`config.mk`:
```
export PLATFORM = sky130hd
export DESIGN_NAME = muldiv_unit
export DESIGN_NICKNAME = d
export VERILOG_FILES = /design/src/rtl/muldiv_pkg.sv /design/src/rtl/muldiv_step.sv /design/src/rtl/muldiv_unit.sv
export SDC_FILE = /design/constraint.sdc
export NUM_CORES = 1
export LEC_CHECK = 0
export ABC_AREA = 1
export CAP_MARGIN = 40
export CORE_MARGIN = 8
export CORE_UTILIZATION = 40
export CTS_BUF_LIST = sky130_fd_sc_hd__clkbuf_4
export CTS_CLUSTER_SIZE = 16
export DETAILED_ROUTE_END_ITERATION = 6
export PLACE_DENSITY = 0.67
export SETUP_SLACK_MARGIN = 0.2
export SYNTH_ARGS = -nofsm -noshare
export SYNTH_HDL_FRONTEND = slang
export SYNTH_HIERARCHICAL = 1
export SYNTH_SLANG_ARGS = --single-unit
```
`constraint.sdc`:
```
create_clock -name clk -period 6.5 [get_ports clk]
set_input_delay 0.65 -clock clk [delete_from_list [all_inputs] [get_ports clk]]
set_output_delay 0.65 -clock clk [all_outputs]
set_load 0.02 [all_outputs]
```
`src/rtl/muldiv_pkg.sv`:
```
// Shared definitions for the iterative multiply/divide unit:
// op encodings, FSM state type and the default datapath width.
package muldiv_pkg;

  localparam int DATA_W_DEFAULT = 32;

  localparam logic OP_MULTU = 1'b0;
  localparam logic OP_DIVU  = 1'b1;

  typedef enum logic [1:0] {
    ST_IDLE = 2'd0,
    ST_RUN  = 2'd1,
    ST_DONE = 2'd2
  } state_t;

endpackage

```
`src/rtl/muldiv_step.sv`:
```
// One combinational iteration of shift-add multiply (LSB first) or
// restoring divide (MSB first, one quotient bit per call).
module muldiv_step
  import muldiv_pkg::*;
#(
  parameter int DATA_W = DATA_W_DEFAULT
) (
  input  logic              i_op,
  input  logic [DATA_W:0]   i_acc,
  input  logic [DATA_W-1:0] i_opnd,
  input  logic [DATA_W-1:0] i_oper,
  output logic [DATA_W:0]   o_acc,
  output logic [DATA_W-1:0] o_opnd
);

  logic [DATA_W:0]   w_sum;
  logic [DATA_W:0]   w_shift;
  logic [DATA_W+1:0] w_diff;

  // i_opnd holds the multiplier (multu) or dividend/quotient (divu);
  // i_oper is the multiplicand or divisor.
  always_comb begin
    w_sum   = i_acc + (i_opnd[0] ? {1'b0, i_oper} : '0);
    w_shift = {i_acc[DATA_W-1:0], i_opnd[DATA_W-1]};
    w_diff  = {1'b0, w_shift} - {2'b00, i_oper};
    o_acc   = {1'b0, w_sum[DATA_W:1]};
    o_opnd  = {w_sum[0], i_opnd[DATA_W-1:1]};
    if (i_op == OP_DIVU) begin
      if (!w_diff[DATA_W+1]) begin
        o_acc  = w_diff[DATA_W:0];
        o_opnd = {i_opnd[DATA_W-2:0], 1'b1};
      end else begin
        o_acc  = w_shift;
        o_opnd = {i_opnd[DATA_W-2:0], 1'b0};
      end
    end
  end

endmodule

```
`src/rtl/muldiv_unit.sv`:
```
// HI/LO owner for multu/divu: an IDLE/RUN/DONE FSM drives one
// muldiv_step iteration per cycle and serves mthi/mtlo writes.
module muldiv_unit
  import muldiv_pkg::*;
#(
  parameter int DATA_W = DATA_W_DEFAULT
) (
  input  logic              clk,
  input  logic              reset,
  input  logic              start,
  input  logic              op,
  input  logic [DATA_W-1:0] a,
  input  logic [DATA_W-1:0] b,
  input  logic              hi_we,
  input  logic              lo_we,
  input  logic [DATA_W-1:0] wdata,
  output logic              busy,
  output logic              done,
  output logic              dbz,
  output logic [DATA_W-1:0] hi,
  output logic [DATA_W-1:0] lo
);

  localparam int CNT_W = (DATA_W > 1) ? $clog2(DATA_W) : 1;
  localparam logic [CNT_W-1:0] LAST_ITER = CNT_W'(DATA_W - 1);

  state_t            r_state;
  logic [CNT_W-1:0]  r_cnt;
  logic              r_op;
  logic [DATA_W:0]   r_acc;
  logic [DATA_W-1:0] r_opnd;
  logic [DATA_W-1:0] r_oper;
  logic              r_busy;
  logic              r_done;
  logic              r_dbz;
  logic [DATA_W-1:0] r_hi;
  logic [DATA_W-1:0] r_lo;

  logic [DATA_W:0]   w_acc;
  logic [DATA_W-1:0] w_opnd;

  muldiv_step #(.DATA_W(DATA_W)) u_step (
    .i_op   (r_op),
    .i_acc  (r_acc),
    .i_opnd (r_opnd),
    .i_oper (r_oper),
    .o_acc  (w_acc),
    .o_opnd (w_opnd)
  );

  // Both algorithms leave the high half / remainder in the accumulator
  // and the low half / quotient in the shifting operand register.
  always_ff @(posedge clk) begin
    if (reset) begin
      r_state <= ST_IDLE;
      r_cnt   <= '0;
      r_op    <= OP_MULTU;
      r_acc   <= '0;
      r_opnd  <= '0;
      r_oper  <= '0;
      r_busy  <= 1'b0;
      r_done  <= 1'b0;
      r_dbz   <= 1'b0;
      r_hi    <= '0;
      r_lo    <= '0;
    end else begin
      r_done <= 1'b0;
      case (r_state)
        ST_IDLE: begin
          if (hi_we) r_hi <= wdata;
          if (lo_we) r_lo <= wdata;
          if (start) begin
            r_op    <= op;
            r_opnd  <= (op == OP_MULTU) ? b : a;
            r_oper  <= (op == OP_MULTU) ? a : b;
            r_acc   <= '0;
            r_cnt   <= '0;
            r_dbz   <= 1'b0;
            r_busy  <= 1'b1;
            r_state <= ST_RUN;
          end
        end
        ST_RUN: begin
          r_acc  <= w_acc;
          r_opnd <= w_opnd;
          r_cnt  <= r_cnt + 1'b1;
          if (r_cnt == LAST_ITER) begin
            r_hi    <= w_acc[DATA_W-1:0];
            r_lo    <= w_opnd;
            r_dbz   <= (r_op == OP_DIVU) && (r_oper == '0);
            r_done  <= 1'b1;
            r_state <= ST_DONE;
          end
        end
        ST_DONE: begin
          r_busy  <= 1'b0;
          r_state <= ST_IDLE;
        end
        default: begin
          r_busy  <= 1'b0;
          r_state <= ST_IDLE;
        end
      endcase
    end
  end

  assign busy = r_busy;
  assign done = r_done;
  assign dbz  = r_dbz;
  assign hi   = r_hi;
  assign lo   = r_lo;

endmodule
```
# Word level (Yosys, flattened, before mapping)
# Index checks and enable logic that the tools add are counted.
[op_classes]
addsub = 3
n_eq_ne = 6
mux = 28
n_bitwise = 1
n_reduce_logical = 12
[ops]
columns = ["op", "n"]
rows = [
  ["$mux W32", 9],
  ["$pmux W32 S2", 3],
  ["$mux W33", 3],
  ["$pmux W33 S2", 1],
  ["$sub A33 B32 Y34", 1],
  ["$add A33 B33 Y33", 1],
  ["$logic_not A32 Y1", 1],
  ["$pmux W5 S2", 1],
  ["$reduce_and A3 Y1", 3],
  ["$ne A2 B2 Y1 const B", 4],
  ["$reduce_and A2 Y1", 4],
  ["$add A5 B1 Y5 const B", 1],
  ["$eq A5 B5 Y1 const B", 1],
  ["$mux W1", 5],
  ["$mux W5", 1],
  ["$mux W2", 2],
  ["$pmux W1 S2", 2],
  ["$pmux W2 S2", 1],
  ["$eq A2 B1 Y1 const B", 1],
  ["$logic_not A2 Y1", 1],
  ["$reduce_bool A2 Y1", 1],
  ["$reduce_or A2 Y1", 1],
  ["$logic_and A1 B1 Y1", 1],
  ["$not A1 Y1", 1],
]
[word_totals]
reg_bits = 172
input_bits = 102
out_inout_bits = 67
word_cells = 61

# Depth between registers and ports, before layout
# Gate-level depths: netlist of the first run.
[depth]
ltp_word = 5
depth_mapped = 20
depth_no_buf = 18

# Modules after synthesis
# Netlist of the first run, hierarchy kept.
[modules_own_cells]
columns = ["mod", "n_inst", "cells_per_inst", "area_each_um2", "seq_area_each_um2"]
rows = [
  ["muldiv_unit", 1, 982, 7308.3, 3443.3],
  ["muldiv_step", 1, 1364, 6443.7, 0.0],
]

# Least setup slack after synthesis of the first run
# Ideal clock, no wire load.
[synth_path]
path_kind = "register to register"
startpoint = "reg r_opnd[0]"
endpoint = "reg r_hi[13] (netlist: hi[13])"
setup_ps = 125
t_arrival_ps = 2355
t_required_ps = 6375
setup_slack_ps = 4019
path_stages_with_launch = 18
path_buffers = 2
period_less_slack_ps = 2481
path_cell_list = "dfxtp_1 -> clkbuf_1 -> clkbuf_1 -> nand2_1 -> inv_1 -> ha_1 -> fa_1 -> nand3_1 -> nand2_1 -> nand3_1 -> nand2_1 -> nand2_1 -> nand2_1 -> or2_2 -> nand3_1 -> nand2_1 -> nand2_1 -> a31oi_1"
[synth_via]
elab_chain_cells = 5
[synth_lines]
columns = ["element", "line_no", "text"]
rows = [
  ["start: declaration", "muldiv_unit.sv:31", "logic [DATA_W-1:0] r_opnd;"],
  ["start signal: assignment", "muldiv_unit.sv:74", "r_opnd <= (op == OP_MULTU) ? b : a;"],
  ["start signal: assignment", "muldiv_unit.sv:85", "r_opnd <= w_opnd;"],
  ["$mux W32", "muldiv_step.sv:23", "w_sum = i_acc + (i_opnd[0] ? {1'b0, i_oper} : '0);"],
  ["$add A33 B33 Y33", "muldiv_step.sv:23", ""],
  ["$mux W33", "muldiv_step.sv:28", "if (i_op == OP_DIVU) begin"],
  ["net w_acc[13]", "muldiv_unit.sv:39", "logic [DATA_W:0] w_acc;"],
  ["$mux W32", "muldiv_unit.sv:87", "if (r_cnt == LAST_ITER) begin"],
  ["$pmux W32 S2", "muldiv_unit.sv:68", "case (r_state)"],
  ["end signal: assignment", "muldiv_unit.sv:70", "if (hi_we) r_hi <= wdata;"],
  ["end signal: assignment", "muldiv_unit.sv:88", "r_hi <= w_acc[DATA_W-1:0];"],
  ["end: declaration", "muldiv_unit.sv:36", "logic [DATA_W-1:0] r_hi;"],
]
# The timed path passes the listed nets, and every way through them passes these cells. The select of a mux whose other input is x is not followed.
# A chain may end at the register's enable or synchronous reset.

# Final worst setup path of the first run
[layout_path]
startpoint = "reg r_opnd[0]"
endpoint = "reg r_hi[27] (netlist: hi[27])"
# Same word-level chain as after synthesis.

==> results of run 1 <==
==> worst min-delay path by stage <==
stage | startpoint | endpoint | cells after the start
3_3_place_gp | r_cnt[4] | r_cnt[4] | 2
4_1_cts | r_cnt[4] | r_cnt[4] | 2
5_1_grt | r_cnt[1] | r_cnt[1] | 2
2_1_floorplan | r_cnt[4] | r_cnt[4] | 2
3_5_place_dp | r_cnt[4] | r_cnt[4] | 2
6_report | r_cnt[4] | r_cnt[4] | 2
==> cell usage after synthesis, drive strengths merged <==
cell,instances
nand2,825
inv,373
o21ai,184
dfxtp,172
a21oi,169
nor2,156
nand3,112
a31oi,73
ha,66
buf,52
clkbuf,43
nand3b,27
o211ai,24
nand4,15
nor3,15
xnor2,15
or2,10
and2,6
xor2,5
fa,2
a21o,1
o21bai,1
==> cell type report <==
cell class / count / area (um2)
Antenna cell: 2 / 5.00
Inverter: 373 / 1410
Clock buffer: 17 / 128
Tap cell: 455 / 569
Fill cell: 3769 / 18300
Clock inverter: 15 / 163
Timing Repair Buffer: 178 / 1780
Multi-Input combinational cell: 1706 / 8420
Sequential cell: 172 / 3440
==> cell families after synthesis <==
logic type,count (synthesis),share of synthesized area
AOI/OAI and AO/OA,452,0.180
buffers and inverters,468,0.137
adders and majority gates,68,0.0630
DFF,172,0.250
xor gates and xnor gates,20,0.0127
and+or+nand+nor,1166,0.357
==> through the flow <==
stage / std cells / setup WS (ns) / area [um2] / total power (uW) / utilization
floorplan: 2346 / 4.02 / 13800 / 1760 / -
global placement: 2882 / 3.38 / 15600 / 2060 / 0.455
detailed placement: 2884 / 3.37 / 15600 / 2070 / 0.457
CTS: 2916 / 3.49 / 15900 / 2730 / 0.465
global route: 2918 / 3.21 / 15900 / 2880 / 0.465
finish: 2918 / 3.44 / 15900 / 2720 / 0.465
==> per-layer routing <==
layer | up-vias | GRT usage
met4 | 0 | 0.0931
met1 | 6857 | 0.307
li1 | 7665 | -
met5 | - | 0
met3 | 91 | 0.0294
met2 | 421 | 0.424
==> critical path: cells and delay by family, from the launching register on <==
family                   cells  cell delay (ns)
flip-flops                   1             0.54
AO/OA/AOI/OAI                4             0.92
AND/OR/NAND/NOR              7             0.66
buffers and inverters        3             0.55
adder cells (fa/ha/maj)      1             0.29
==> state kept, by name, indices dropped and copies added, names as in the netlist <==
signal,flops
done,1
hi,32
dbz,1
lo,32
r_opnd,32
busy,1
r_cnt,5
r_op,1
r_oper,32
r_state,2
r_acc,33
==> power groups by stage <==
stage | clock network [uW] | logic [uW] | registers [uW]
finish | 668 | 849 | 1210
global route | 725 | 942 | 1220
CTS | 679 | 846 | 1210
detailed placement | 0 | 842 | 1230
global placement | 0 | 832 | 1230
floorplan | 0 | 518 | 1240
==> summary.md, run 1 <==
| Metric | Value |
|---|---|
| Max FO, Critical Path | 27 |
| Area Growth Syn to Fin | 15.8% |
| Mean area per synthesized cell | around 5.9 um2 |
| Post-CTS Resized | 0 |
| RSZ-0062 raised after global routing | false |
| CTS Buffer Depth | 2 |
| Core Rows | between 60 and 70 |
| Synth cell types | 39 |
| Vias in the first global route | roughly 14,000 |
| Pwr dens | ~170 nW/um2 |
| Max-slew violations | 0 |
| Critical path's largest stage delay | 0.54 ns |
| Critical path class | flip-flop to flip-flop |
| Internal Power | around 1700 uW |
| CTS Sinks | 172 |
| Net Sw Frac | 0.384 |
| Vias per cell | 5.15 |
| Clock slew seen by the registers of the worst setup and hold paths | 0.16 ns |
| Clock Skews | 0.0227 ns |
| Seq/Total Area, Yosys | 0.250 |
| Largest net degree at the start of global routing | 93 |
| R2R Setup Slk | 3.44 ns |
| Largest cells by area after synthesis | dfxtp_1, nand2_1, inv_1 |
| Net count after synthesis | 2,516 |
| DRT met1 WL | 22,500 um |
| Drt first pass iters | 7 |
| Routed length on met3 | 2400 um |
| GPL Wtd Cong | 0.938 |
| Maximum vdd drop | 106 uV |
| Area share of the leading cell type in the synthesized netlist | 0.250 |
| Residual DRC | 3 |
| Initial antenna violation count | 2 |
| H-tree Lvls | 4 |
| Crit path to | hi[27] |
| Hold buffers post-CTS | 0 |
| Actual slew at the worst max-slew pin | approximately 0.86 ns |
| Crit path DAT | 3.59 ns |
| Ys Warns | 6 |
| Tmin final | between 3 and 4 ns |
| Slew headroom | 0.424 |
| Post-DP HPWL | 40,400 um |
| Clock power frac | 0.245 |
| Nature of the critical path endpoint | flip-flop |
| Max layer used | met4 |
| First-pass GRT wire length | between 70,000 and 80,000 um |
| CTS buffer count | 17 |
| Failing checks | DRC |
| Die X | 201 um |
| DR vias | 15,034 |
| CTS tree | built |
| Leakage | 0.00806 uW |
| Final TNS setup | 0 ns |
| Final hold violations | 0 |
| Mapped Cells | between 2,000 and 2,500 |
| Nets | ~2,600 |
| Part of the power in registers | 0.443 |
| Starting Density | 0.402 |
| CP startpoint | r_opnd[0] |
| Clk_lat worst skew | roughly 0.6 ns |
| Core Region | 34,200 um2 |
| Wirelength, routed | 51,300 um |
| Critical path cell sequence | buf_4 > nand2_1 > inv_1 > ha_1 > a21oi_1 > o21ai_0 > inv_1 > nand2_1 > a21oi_1 > nand2_1 > nand2_1 > nand3_1 > nand2_1 > nand2_1 > a31oi_1 |
| Critical Path Source Type | flip-flop |
| Post CTS Setup Buffer Count | 0 |
| DR WL met2 | 24,500 um |
| Layout cells sized above 1 | 0.0484 |
| Min-delay worst type | flip-flop to flip-flop |
| Top cell type by total area after synthesis | dfxtp_1 |
| Most used cell, CP | nand2_1 |
| IO buf count | 168 |
| Logic pwr share | 0.312 |
| Worst EP required | 7.03 ns |
| Worst reg-to-reg path cell count | 15 |
| Origin of the critical flop-to-flop path | r_opnd[0] |
| Die Y | 201 um |
| Critical-path top delay cell | dfxtp_1 |
| Gr usage total | 0.245 |
| DR WL/cell | approximately 18 um |
| NetSw | roughly 1000 uW |
| Die area | 40,600 um2 |
| Congestion Overflow GR | 0 |
| Final period utilization | 0.471 |
| Netlist Area Pre-Place | about 14,000 um2 |
| Leading cell types in the layout, fill and taps excluded | nand2_1, inv_1, dfxtp_1 |
| Commonest non-fill, non-tap cell in the layout | nand2_1 |
| Routed Antenna Nets | 0 |
| DRT iter0 DRCs | approximately 1,000 |
| Synth Register Bits | 172 |
| # setup viols final | 0 |
| Max Clock Freq | 0.327 GHz |
| Root buffer cell | clkbuf_4 |
| Hold Worst Slack | 0.487 ns |
| Max-cap viol count | 0 |
| Reg2reg end | hi[27] |
| I/O Pins | 169 |
| Status | complete, but fails checks |
Note: power is estimated with default switching activity, not from simulation.
==> run 2, diff against run 1 <==
Settings changed: PLACE_DENSITY 0.67 to 0.69.
Clock period 6.5 ns to 2.8 ns, I/O delays scaled along.
==> summary.md, run 2 (synthesis results as in run 1) <==
| Metric | Value |
|---|---|
| Status | finished, final reports clean |
| Residual DRC | 0 (-3) |
| Tmin final | 2.55 ns (-0.510 ns) |
| Final instance area | 17,200 um2 (+8.2%) |
| # setup viols final | 0 (unchanged) |
| Crit path DAT | 3.00 ns (-0.59 ns) |
| Critical Path Source Type | flip-flop |
| CTS Buffer Depth | 2 (unchanged) |
| Maximum vdd drop | 333 uV (+210%) |
| I/O Pins | 169 (unchanged) |
| DR vias | 15,535 (+3.3%) |
| Drt first pass iters | 6 (-1) |
| First-pass GRT wire length | 81,200 um (+2.1%) |
| Pwr dens | 368 nW/um2 (+110%) |
| CTS Sinks | 172 (unchanged) |
| Area Growth Syn to Fin | 25.3% |
| Min-delay worst type | input pin to flip-flop |
| Layout cells sized above 1 | 0.138 (+0.0900) |
| Max FO, Critical Path | 4 (-85%) |
| DR WL/cell | 18.1 um (+2.7%) |
| Congestion Overflow GR | 0 (unchanged) |
| RSZ-0062 raised after global routing | true |
| Core Rows | 68 (unchanged) |
| Leakage | 0.00840 uW (+4.3%) |
| Die X | 201 um (unchanged) |
| IO buf count | 168 (unchanged) |
| Clock slew seen by the registers of the worst setup and hold paths | 0.15 ns (about the same) |
| Core Region | 34,200 um2 (unchanged) |
| Commonest non-fill, non-tap cell in the layout | nand2_1 |
| Gr usage total | 0.251 (+0.00617) |
| Die area | 40,600 um2 (unchanged) |
| DRT iter0 DRCs | 1,170 (+17%) |
| Starting Density | 0.402 (unchanged) |
| Vias per cell | 5.21 (+1.2%) |
| Area after DPL | 16,000 um2 (+2.6%) |
| Worst EP required | 3.25 ns (-3.78 ns) |
| Leading cell types in the layout, fill and taps excluded | nand2_1, inv_1, clkdlybuf4s50_1 |
| Routed Antenna Nets | 0 (unchanged) |
| Die Y | 201 um (unchanged) |
| Critical path class | flip-flop to flip-flop |
| Final hold violations | 0 (unchanged) |
| GPL Wtd Cong | 1.00 (+6.6%) |
| Vias in the first global route | 14,411 (+1.8%) |
| Largest net degree at the start of global routing | 102 (+9.7%) |
| CTS buffer count | 17 (unchanged) |
| CTS tree | built |
| Clock Skews | 0.0232 ns (+0.000495 ns) |
| Final period utilization | 0.911 (+0.440) |
| Slew headroom | 0.460 (+0.0355) |
| Max-slew violations | 0 (unchanged) |
| Initial antenna violation count | 3 (+1) |
| Max Clock Freq | 0.392 GHz (+20%) |
| H-tree Lvls | 4 (unchanged) |
| Nature of the critical path endpoint | flip-flop |
| Register name with the most flops | r_acc |
| Max reg flops | 33 (unchanged) |
| Hold buffers post-CTS | 0 (unchanged) |
| Wirelength, routed | 53,900 um (+4.9%) |
| Nets | 2,680 (+2.4%) |
| Post-DP HPWL | 42,000 um (+3.9%) |
| Final TNS setup | 0 ns (unchanged) |
| Max-cap viol count | 0 (unchanged) |
| Root buffer cell | clkbuf_4 |
| Actual slew at the worst max-slew pin | 0.810 ns (-0.0532 ns) |
| Clk_lat worst skew | 0.59 ns (about the same) |
run 2: cell count changes in the layout (fill, tap and decap cells not counted), moves of 20 or more:
cell / previous run / this run
nand2_2: 25 / 66
buf_4: 9 / 62
dfxtp_4: 0 / 20
dfxtp_1: 171 / 133
ha_4: 0 / 27
nand2_1: 793 / 747
ha_1: 66 / 28
run 2: through the flow:
stage               hold slack, ns  std cells  setup WS [ns]  power [uW]  utilization
detailed placement           0.463       2930         0.0704        4880        0.469
finish                       0.162       2980          0.248        6340        0.504
floorplan                    0.444       2346          0.319        4070            -
CTS                          0.112       2963          0.180        6240        0.480
global route                 0.153       2979          0.151        6730        0.504
global placement             0.455       2929         0.0970        4860        0.468
run 2: layout make-up:
type / instances / area [um2]
Sequential cell: 172 / 3540
Clock inverter: 14 / 108
Fill cell: 3618 / 17000
Inverter: 373 / 1410
Clock buffer: 18 / 135
Timing Repair Buffer: 240 / 2350
Tap cell: 455 / 569
Multi-Input combinational cell: 1706 / 9110
Antenna cell: 2 / 5.00
run 2: final timing paths:
check	start	endpoint	slack, ns	cells past startpoint
max	r_opnd[31]	hi[30]	0.25	18
min	op	r_oper[29]	0.16	3
min reg2reg	busy	busy	0.49	2
max reg2reg	r_opnd[31]	hi[30]	0.25	18
run 2: layer usage:
| metal | wire length (um) | GRT usage | part of all wire | up-vias |
|---|---|---|---|---|
| li1 | - | - | - | 7789 |
| met1 | 22400 | 0.310 | 0.42 | 7069 |
| met2 | 25300 | 0.415 | 0.47 | 550 |
| met3 | 3070 | 0.0357 | 0.057 | 125 |
| met4 | 3040 | 0.137 | 0.056 | 2 |
| met5 | 63 | 0.0123 | 0.0012 | - |
run 2: report_power, final:
part / total [uW] / switching (uW) / internal [uW]
Sequential: 2780 / 156 / 2630
Clock: 1320 / 947 / 377
Combinational: 2230 / 1360 / 874
Total: 6340 / 2460 / 3880
run 2: worst max-delay path: stages (launching register included):
cell	delay (ns)
dfxtp_1	0.34
inv_2	0.08
ha_2	0.22
inv_2	0.08
fa_2	0.38
nand3_1	0.12
nand3_2	0.11
nand2_1	0.10
nand2_2	0.09
nand2_1	0.09
nand2_2	0.10
nand2_2	0.11
nand2_1	0.06
nand2_1	0.11
nand3_1	0.10
nand2_1	0.09
nand2_1	0.06
nand2_2	0.09
a31oi_1	0.09
run 2: timing repair:
item | CTS | global route
buffers inserted | 1 | 13
pin swaps | 3 | 33
gates cloned | 0 | 2
gates resized for setup | 46 | 176
setup endpoints to repair | 54 | 67
==> run 3, diff against run 2 <==
Settings changed: MAX_ROUTING_LAYER set to met4.
==> summary.md, run 3 (synthesis results as in run 1) <==
| Metric | Value |
|---|---|
| Clock Skews | 0.0406 ns (+0.0174 ns) |
| Largest net degree at the start of global routing | 103 (+0.98%) |
| Root buffer cell | clkbuf_4 |
| Area Growth Syn to Fin | 24.4% |
| Final hold violations | 0 (unchanged) |
| Setup slack after layout | 0.285 ns (+0.0369 ns) |
| Gr usage total | 0.255 (+0.00416) |
| NetSw | 2470 uW (+0.44%) |
| Hold path cells | 4 (+1) |
| Max Clock Freq | 0.398 GHz (+1.5%) |
| Pre-CTS WS | 0.0342 ns (-0.0362 ns) |
| Logic pwr share | 0.344 (-0.008) |
| CTS Buffer Depth | 2 (unchanged) |
| Die area | 40,600 um2 (unchanged) |
| Min-delay worst type | input pin to flip-flop |
| Final period utilization | 0.898 (-0.0132) |
| DR WL/cell | 17.9 um (-1.1%) |
| Critical path class | flip-flop to flip-flop |
| Nets | 2,675 (-0.19%) |
| # setup viols final | 0 (unchanged) |
| Internal Power | 3930 uW (+1.3%) |
| Area of the multi-input gates | 9050 um2 (-0.69%) |
| Register area | 3530 um2 (-0.39%) |
| Vias per cell | 5.21 (-0.10%) |
| Wirelength, routed | 53,200 um (-1.3%) |
| R2R Setup Slk | 0.28 ns (+0.04 ns) |
| Final instance area | 17,100 um2 (-0.71%) |
| IO buf count | 168 (unchanged) |
| I/O Pins | 169 (unchanged) |
| Commonest non-fill, non-tap cell in the layout | nand2_1 |
| Max reg flops | 33 (unchanged) |
| H-tree Lvls | 4 (unchanged) |
| Congestion Overflow GR | 0 (unchanged) |
| Clk_lat worst skew | 0.62 ns (+0.03 ns) |
| Initial antenna violation count | 1 (-2) |
| Drt first pass iters | 5 (-1) |
| GPL Wtd Cong | 1.04 (+4.2%) |
| Leading cell types in the layout, fill and taps excluded | nand2_1, inv_1, clkdlybuf4s50_1 |
| Area after DPL | 16,100 um2 (+0.11%) |
| Leakage | 0.00835 uW (-0.66%) |
| Core Rows | 68 (unchanged) |
| Vias in the first global route | 14,178 (-1.6%) |
| First-pass GRT wire length | 80,200 um (-1.2%) |
| Clock power frac | 0.221 (+0.012) |
| Origin of the critical flop-to-flop path | r_opnd[0] |
| Crit path DAT | 2.98 ns (-0.02 ns) |
| Slew headroom | 0.459 (-0.00116) |
| Hold Startpoint | reset |
| Post-DP HPWL | 41,800 um (-0.44%) |
| Max FO, Critical Path | 22 (+18) |
| DR vias | 15,488 (-0.30%) |
| Max-slew violations | 0 (unchanged) |
| Critical Path Source Type | flip-flop |
| Layout cells sized above 1 | 0.135 (-0.00370) |
| CTS tree | built |
| Pwr dens | 374 nW/um2 (+1.7%) |
| CTS buffer count | 17 (unchanged) |
| Max-cap viol count | 0 (unchanged) |
| Register name with the most flops | r_acc |
| Net Sw Frac | 0.386 (-0.00212) |
| Worst EP required | 3.26 ns (about the same) |
| Part of the power in registers | 0.435 (-0.004) |
| CTS Sinks | 172 (unchanged) |
| Core Region | 34,200 um2 (unchanged) |
| Status | finished, final reports clean |
| Final TNS setup | 0 ns (unchanged) |
| Fillers | 3,639 (+0.58%) |
| Die Y | 201 um (unchanged) |
| Worst reg-to-reg path cell count | 16 (-2) |
| Residual DRC | 0 (unchanged) |
| Tmin final | 2.52 ns (-0.0369 ns) |
| Starting Density | 0.402 (unchanged) |
| Hold EP | hi[20] |
| Actual slew at the worst max-slew pin | 0.812 ns (+0.00174 ns) |
| Nature of the critical path endpoint | flip-flop |
| Die X | 201 um (unchanged) |
| DRT iter0 DRCs | 1,284 (+9.7%) |
| Reg2reg end | hi[13] |
| Maximum vdd drop | 301 uV (-9.7%) |
| RSZ-0062 raised after global routing | true |
| Clock slew seen by the registers of the worst setup and hold paths | 0.16 ns (about the same) |
| Routed Antenna Nets | 0 (unchanged) |
## run 3: power by group through the flow
stage	logic (uW)	clock network, uW	registers, uW
2_1_floorplan	1200	0	2870
3_3_place_gp	2050	0	2830
3_5_place_dp	2070	0	2830
4_1_cts	2090	1440	2780
5_1_grt	2410	1540	2800
6_report	2200	1420	2780
## run 3: repair_timing
| action | in CTS | in global routing |
|---|---|---|
| cloned | 0 | 1 |
| resized for setup | 29 | 184 |
| pin swaps | 2 | 30 |
| setup buffers | 0 | 5 |
| hold buffers | 0 | 0 |
| setup endpoints to repair | 55 | 66 |
## run 3: worst max path at each step
stage / startpoint / endpoint / slack (ns) / cells after the start
after floorplan: r_opnd[0] / hi[13] / 0.32 / 17
after global placement: r_oper[8] / hi[25] / 0.02 / 16
after detailed placement: r_oper[8] / hi[25] / 0.03 / 16
after CTS: r_oper[8] / hi[9] / 0.20 / 16
after global routing: r_opnd[0] / hi[25] / 0.13 / 15
final: r_opnd[0] / hi[13] / 0.28 / 16
## run 3: area by class of cell
class | instances | area share
inverter | 373 | 0.0821
timing repair buffer | 235 | 0.134
sequential | 172 | 0.206
antenna | 1 | 0.000146
tap | 455 | 0.0333
clock buffer | 18 | 0.00790
clock inverter | 14 | 0.00695
multi-input combinational | 1706 | 0.529
## run 3: metrics by stage
step / power (uW) / hold slack [ns] / std cells / utilization
floorplan: 4070 / 0.444 / 2346 / -
global placement: 4880 / 0.453 / 2934 / 0.469
detailed placement: 4900 / 0.463 / 2935 / 0.469
CTS: 6300 / 0.0595 / 2967 / 0.479
global route: 6760 / 0.0858 / 2974 / 0.500
finish: 6400 / 0.102 / 2974 / 0.500
## run 3: worst max-delay path, cell delays in order (launching register included)
cell,delay (ns)
dfxtp_2,0.36
buf_12,0.16
nand2_1,0.07
inv_1,0.04
ha_2,0.18
fa_2,0.41
nand3_1,0.11
nand2_2,0.11
nand3_2,0.09
nand2_2,0.07
nand2_1,0.09
nand2_2,0.10
or2_2,0.29
nand3_1,0.07
nand2_1,0.07
nand2_2,0.08
a31oi_1,0.08
## run 3: layer usage
layer	track usage	part of all wire
met1	0.307	0.42
met2	0.419	0.47
met3	0.0318	0.053
met4	0.125	0.054
met5	-	0
